<file path="src/rtl/sweep_count_ctrl.sv">
// sweep_count_ctrl
//   Sweep controller wrapping an 8-bit up/down counter. A command (start,
//   end, reversal count) is accepted over a valid/ready handshake. The
//   counter then runs start->end, optionally bouncing between the two
//   endpoints cmd_legs more times (triangle wave), and finally pulses done.
//   RUN can be frozen with pause or abandoned with abort.
//
// Ports
//   clk, reset              clock; synchronous active-high reset
//   cmd_valid / cmd_ready   command handshake (ready only in IDLE)
//   cmd_start, cmd_end      first count value and first target value
//   cmd_legs                reversals after the first sweep (0 = one sweep)
//   pause, abort            freeze / abandon while running
//   count, dir              registered counter value and direction (1 = up)
//   busy                    controller not idle
//   done                    high for the single DONE cycle
//   aborted                 registered pulse the cycle after an abort
module sweep_count_ctrl #(
    parameter int unsigned WIDTH = 8
) (
    input  logic             clk,
    input  logic             reset,
    input  logic             cmd_valid,
    output logic             cmd_ready,
    input  logic [WIDTH-1:0] cmd_start,
    input  logic [WIDTH-1:0] cmd_end,
    input  logic [3:0]       cmd_legs,
    input  logic             pause,
    input  logic             abort,
    output logic [WIDTH-1:0] count,
    output logic             dir,
    output logic             busy,
    output logic             done,
    output logic             aborted
);

    typedef enum logic [1:0] {
        IDLE,
        RUN,
        DONE
    } state_t;

    localparam logic [WIDTH-1:0] ONE = WIDTH'(1);

    state_t           state, state_n;
    logic [WIDTH-1:0] target, target_n;
    logic [WIDTH-1:0] other, other_n;
    logic [WIDTH-1:0] count_n;
    logic [3:0]       legs_left, legs_n;
    logic             dir_n;
    logic             aborted_n;

    always_ff @(posedge clk) begin
        if (reset) begin
            state     <= IDLE;
            count     <= '0;
            dir       <= 1'b1;
            target    <= '0;
            other     <= '0;
            legs_left <= '0;
            aborted   <= 1'b0;
        end else begin
            state     <= state_n;
            count     <= count_n;
            dir       <= dir_n;
            target    <= target_n;
            other     <= other_n;
            legs_left <= legs_n;
            aborted   <= aborted_n;
        end
    end

    always_comb begin
        state_n   = state;
        count_n   = count;
        dir_n     = dir;
        target_n  = target;
        other_n   = other;
        legs_n    = legs_left;
        aborted_n = 1'b0;

        unique case (state)
            IDLE: begin
                if (cmd_valid) begin
                    count_n  = cmd_start;
                    target_n = cmd_end;
                    other_n  = cmd_start;
                    legs_n   = cmd_legs;
                    dir_n    = (cmd_end >= cmd_start);
                    state_n  = RUN;
                end
            end
            RUN: begin
                if (abort) begin
                    state_n   = IDLE;
                    aborted_n = 1'b1;
                end else if (pause) begin
                    state_n = RUN;
                end else if (count != target) begin
                    count_n = dir ? count + ONE : count - ONE;
                // target==other only when start==end: a zero-length sweep
                // finishes immediately instead of bouncing in place.
                end else if (legs_left == 4'd0 || target == other) begin
                    state_n = DONE;
                end else begin
                    // Reversal: swap endpoints, flip direction and take the
                    // first step toward the new target on this same edge so
                    // each endpoint is shown for exactly one cycle.
                    target_n = other;
                    other_n  = target;
                    dir_n    = ~dir;
                    legs_n   = legs_left - 4'd1;
                    count_n  = dir ? count - ONE : count + ONE;
                end
            end
            DONE: begin
                state_n = IDLE;
            end
            default: begin
                state_n = IDLE;
            end
        endcase
    end

    assign cmd_ready = (state == IDLE);
    assign busy      = (state != IDLE);
    assign done      = (state == DONE);

endmodule

</file>
<file path="config.mk">
export PLATFORM = sky130hd
export DESIGN_NAME = sweep_count_ctrl
export DESIGN_NICKNAME = d
export VERILOG_FILES = /design/src/rtl/sweep_count_ctrl.sv
export SDC_FILE = /design/constraint.sdc
export NUM_CORES = 1
export LEC_CHECK = 0
export ABC_AREA = 1
export CAP_MARGIN = 15
export CORE_MARGIN = 4
export CORE_UTILIZATION = 44
export DETAILED_ROUTE_END_ITERATION = 16
export GPL_TIMING_DRIVEN = 0
export PLACE_DENSITY = 0.67
export SYNTH_ARGS = -nofsm -noshare
export SYNTH_HDL_FRONTEND = slang
export SYNTH_SLANG_ARGS = --single-unit
</file>
<file path="constraint.sdc">
create_clock -name clk -period 2.25 [get_ports clk]
set_clock_uncertainty 0.05 [all_clocks]
set_input_delay 0.3375 -clock clk [delete_from_list [all_inputs] [get_ports clk]]
set_output_delay 0.3375 -clock clk [all_outputs]
set_load 0.02 [all_outputs]
</file>
# Yosys cells after proc, flatten, opt, wreduce, memory -nomap -nowiden
# Cells that the tools add are included.
[totals] register_bits=32 in_bits=25 output_inout_bits=13 wordCells=72
[classes] addsub=3 order_cmp=1 n_eq_ne=12 n_mux=38 bitwise=2 reduce_logical=9
[op_table] operator="two-way mux 8 bit" count=16
[op_table] operator="case mux 8 bit (2 select lines)" count=3
[op_table] operator="two-way mux 4 bit" count=5
[op_table] operator="two-way mux 2 bit" count=5
[op_table] operator="inequality test 2 bit (second input constant)" count=5
[op_table] operator="adder 8 x 1 -> 8 bit (second input constant)" count=1
[op_table] operator="equality test 8 bit" count=1
[op_table] operator=">= comparator 8 bit" count=1
[op_table] operator="inequality test 4 bit (second input constant)" count=2
[op_table] operator="inequality test 8 bit" count=1
[op_table] operator="case mux 4 bit (2 select lines)" count=1
[op_table] operator="subtractor 8 x 1 -> 8 bit (second input constant)" count=1
[op_table] operator="two-way mux 1 bit" count=6
[op_table] operator="AND reduction 6 bit" count=1
[op_table] operator="AND reduction 5 bit" count=1
[op_table] operator="zero test 4 bit" count=1
[op_table] operator="case mux 2 bit (2 select lines)" count=1
[op_table] operator="nonzero test 2 bit" count=2
[op_table] operator="subtractor 4 x 1 -> 4 bit (second input constant)" count=1
[op_table] operator="inequality test 3 bit (second input constant)" count=1
[op_table] operator="AND reduction 3 bit" count=1
[op_table] operator="equality test 2 x 1 -> 1 bit (second input constant)" count=1
[op_table] operator="equality test 2 bit (second input constant)" count=1
[op_table] operator="zero test 2 bit" count=1
[op_table] operator="4 further kinds" count=5

# Longest topological paths before layout
[logic_depth] depth_word=7 mapped_depth=13 mapped_depth_nobuf=13

# Worst setup path after synthesis
# OpenSTA, ideal clock, no wires.
[synth_path] path_kind="reg-to-reg" startpoint="register count[5]" endpoint="register dir" arrival_ns=1.551 path_slack_ns=0.515 stages_incl_launch_ff=12 path_buffers=2 path_cell_list="dfxtp_1 > buf_4 > inv_2 > nand2_1 > nand2_1 > nor2_4 > nand4_4 > nand2_2 > nand3_4 > buf_2 > nand2_1 > nand3_1"
[synth_between] elab_chain_len=3
[synth_lines] item="from (decl)" line_no="30" rtl="output logic [WIDTH-1:0] count,"
[synth_lines] item="from (signal assigned)" line_no="64" rtl="count <= count_n;"
[synth_lines] item="inequality test 8 bit" line_no="99" rtl="end else if (count != target) begin"
[synth_lines] item="inequality test 2 bit (no line)"
[synth_lines] item="AND reduction 6 bit (no line)"
[synth_lines] item="to (signal assigned)" line_no="65" rtl="dir <= dir_n;"
[synth_lines] item="to (decl)" line_no="31" rtl="output logic dir,"
# Every way passes these cells.
# A chain may end at the register's enable or synchronous reset.

# Final worst setup path
[layout_path] startpoint="register count[1]" endpoint="register dir"
# The elaborated chain is that of the path after synthesis.

==> impl_metrics.csv <==
group,metric,value,unit
worst_setup_path,worstRegToRegCells,10,
synth,synth_top_area_share,0.251,
global_routing,grt_pass1_wl,13400,um
finish,drive_gt1_frac,0.0706,
synth,synth_ff_type,"dfxtp_1",
drt,avgViaCountPerCell,5.03,
power_and_ir_drop,power_frac_clock,0.207,
placed_design,place_worst_setup_slack,0.0140,ns
clock_network,postCtsSetupRepairBufs,0,
worst_hold_path,hp-class,"reg2reg",
die,start_util,0.455,
worst_setup_path,r2r_end,"dir",
clock_network,clk_pin_slew_worst_paths,0.07,ns
timing,slew_viol_final,0,
synth,synth_top_area_cell,"nand2_1",
clock_network,clkSinkCount,32,
outcome,status,"complete, no violations",
drt,drtIter0Drc,150,
power_and_ir_drop,leakagePower,1.68,nW
synth,synth-async-reset-ratio,0,
clock_network,cts_tree,"built",
worst_setup_path,r2r_slack,0.25,ns
synth,synth_warnings,0,
power_and_ir_drop,swShare,0.418,
die,die_x,86.3,um
synth,synth_cell_types,30,
worst_hold_path,hold_path_depth,2,
die,core,0.00592,mm^2
power_and_ir_drop,pwr_density_cell,634,mW/mm^2
synth,syn-num-nets,503,
worst_setup_path,required,2.35,ns
job,max-cap-violations,0,
synth,synth.area.top_cells,"nand2_1, dfxtp_1, nor2_1, inv_1, ha_1",
placed_design,port_buffers,37,
worst_hold_path,hp-start,"state[1]",
worst_setup_path,reg2reg_from,"count[1]",
finish,area_growth,20.1,%
power_and_ir_drop,seqPwrFrac,0.343,
global_routing,grtUsageTotal,0.226,
die,design.die.area,0.00744,mm^2
power_and_ir_drop,ir_drop,0.000467,V
finish,postLayoutCoreUtil,0.547,
die,die_h,86.3,um
timing,tns,0,ns
placed_design,dp_hpwl,6040,um
global_routing,grt_overflow,0,
clock_network,cts_hold_buf,0,
synth,ys_seq_area_frac,0.238,
finish,num-nets-final,547,
clock_network,worstSkewPairLatency,0.29,ns
global_routing,grt_max_degree,11,
clock_network,htree_levels,2,
timing,finalSetupViolCount,0,
worst_hold_path,min_to,"state[1]",
worst_setup_path,endpoint_kind,"register",
worst_setup_path,critPathLaunchType,"register",
global_routing,antenna_found_initial,0,
timing,rsz0062_at_grt,"false",
synth,syn_area_per_cell,5.79,um^2
die,io_pins,38,
timing,finalHoldViolations,0,
timing,post-route-period-util,0.890,
synth,synthTopCellsByCount,"nand2_1, nor2_1, inv_1",
timing,relSlewSlack,0.577,
worst_setup_path,crit_type,"reg2reg",
clock_network,cts_buffers,5,
worst_setup_path,critPathMaxFanout,10,
synth,syn_inst,466,
power_and_ir_drop,switching_power,0.857,mW
timing,period_needed,2.00,ns
timing,max_freq,0.499,GHz
global_routing,first_global_vias,2803,
drt,ant_nets,0,
drt,drc,0,
clock_network,cts-root-buf,"clkbuf_8",
worst_setup_path,critical_path_arrival,2.10,ns
drt,vias,2944,
clock_network,cts_resized,0,
placed_design,globalplace.congestion,0.876,
die,rows,28,
synth,synth_edf_count,0,
synth,syn-cell-area,0.00270,mm^2
drt,drtPass1Iterations,5,
power_and_ir_drop,internal_power,1.20,mW
drt,wl_per_cell,13.4,um
clock_network,cts_buffer_depth,2,
power_and_ir_drop,pwr-share-comb,0.450,
drt,routed_wl,7860,um
timing,setup_ws,0.247,ns
synth,synth.most_common_cell,"nand2_1",
timing,worst_pin_slew,0.635,ns
synth,synth_seq_cells,32,
finish,diodes,0,
==> worst max-delay path by stage <==
stage	start	end	slack (ns)	cells past startpoint
4_1_cts	count[1]	dir	0.26	10
3_3_place_gp	reset	count[2]	0.03	6
6_report	count[1]	dir	0.25	10
5_1_grt	count[1]	dir	0.09	10
2_1_floorplan	count[5]	dir	0.52	11
3_5_place_dp	reset	count[2]	0.01	6
==> placed cells by master (no fill, tap or decap), drive strengths merged <==
master,synthesis,routed
clkdlybuf4s50,0,37
o21ai,26,26
a31oi,1,1
dfxtp,32,32
xor2,4,4
nor2,73,73
o211ai,1,1
ha,12,12
nand4,6,6
nand3b,1,1
buf,8,8
nor3,1,1
inv,53,53
mux2i,1,1
nand2,186,186
clkbuf,8,14
o31ai,1,1
xnor2,7,7
nand3,32,32
a21oi,13,13
clkinv,0,1
==> cell type report <==
class | count | area (um^2)
sequential | 32 | 641
clock buffer | 6 | 72.6
buffer | 16 | 90.1
inverter | 53 | 199
multi-input combinational | 365 | 1770
timing repair buffer | 37 | 370
tap | 75 | 93.8
fill | 638 | 2680
clock inverter | 1 | 5.00
==> critical path: stages (launching register included) <==
cell     delay (ns)
dfxtp_1        0.48
inv_2          0.10
nand2_1        0.07
nand2_1        0.06
a21oi_1        0.26
nand4_4        0.22
nand2_2        0.16
nand3_4        0.10
buf_2          0.22
nand2_1        0.08
nand3_1        0.07
==> power groups by stage <==
stage               Combinational [mW]  Sequential, mW  Clock [mW]
global placement                 0.903           0.714           0
floorplan                        0.651           0.720           0
finish                           0.923           0.705       0.425
detailed placement               0.916           0.716           0
CTS                              0.921           0.704       0.432
global route                      1.06           0.714       0.459
==> metrics by stage <==
step	cells	power (mW)	instance area [um^2]	hold slack, ns
2_1_floorplan	466	1.37	2700	0.350
3_3_place_gp	578	1.62	3160	0.421
3_5_place_dp	578	1.63	3160	0.430
4_1_cts	585	2.06	3240	0.441
5_1_grt	585	2.23	3240	0.464
6_report	585	2.05	3240	0.443
==> sequential cells by signal, indices dropped and copies added (netlist names) <==
register,flops
state,2
other,8
count,8
target,8
legs_left,4
aborted,1
dir,1
==> cells by family (layout without fill, tap and decap cells) <==
kind of cell               count (synthesis)  count (layout)  share of synthesized area
DFF                                       32              32                      0.238
and+or+nand+nor                          299             299                      0.478
adders and majority gates                 12              12                     0.0557
buffers and inverters                     69             113                      0.107
AOI/OAI and AO/OA                         42              42                     0.0817
xor gates and xnor gates                  11              11                     0.0357
muxes                                      1               1                    0.00371
==> metal layers <==
layer,share of wire,GRT usage
met5,0,0
met4,0.021,0.0793
met1,0.47,0.304
met3,0.052,0.0323
met2,0.46,0.369
Note: power is estimated with default switching activity, not from simulation.
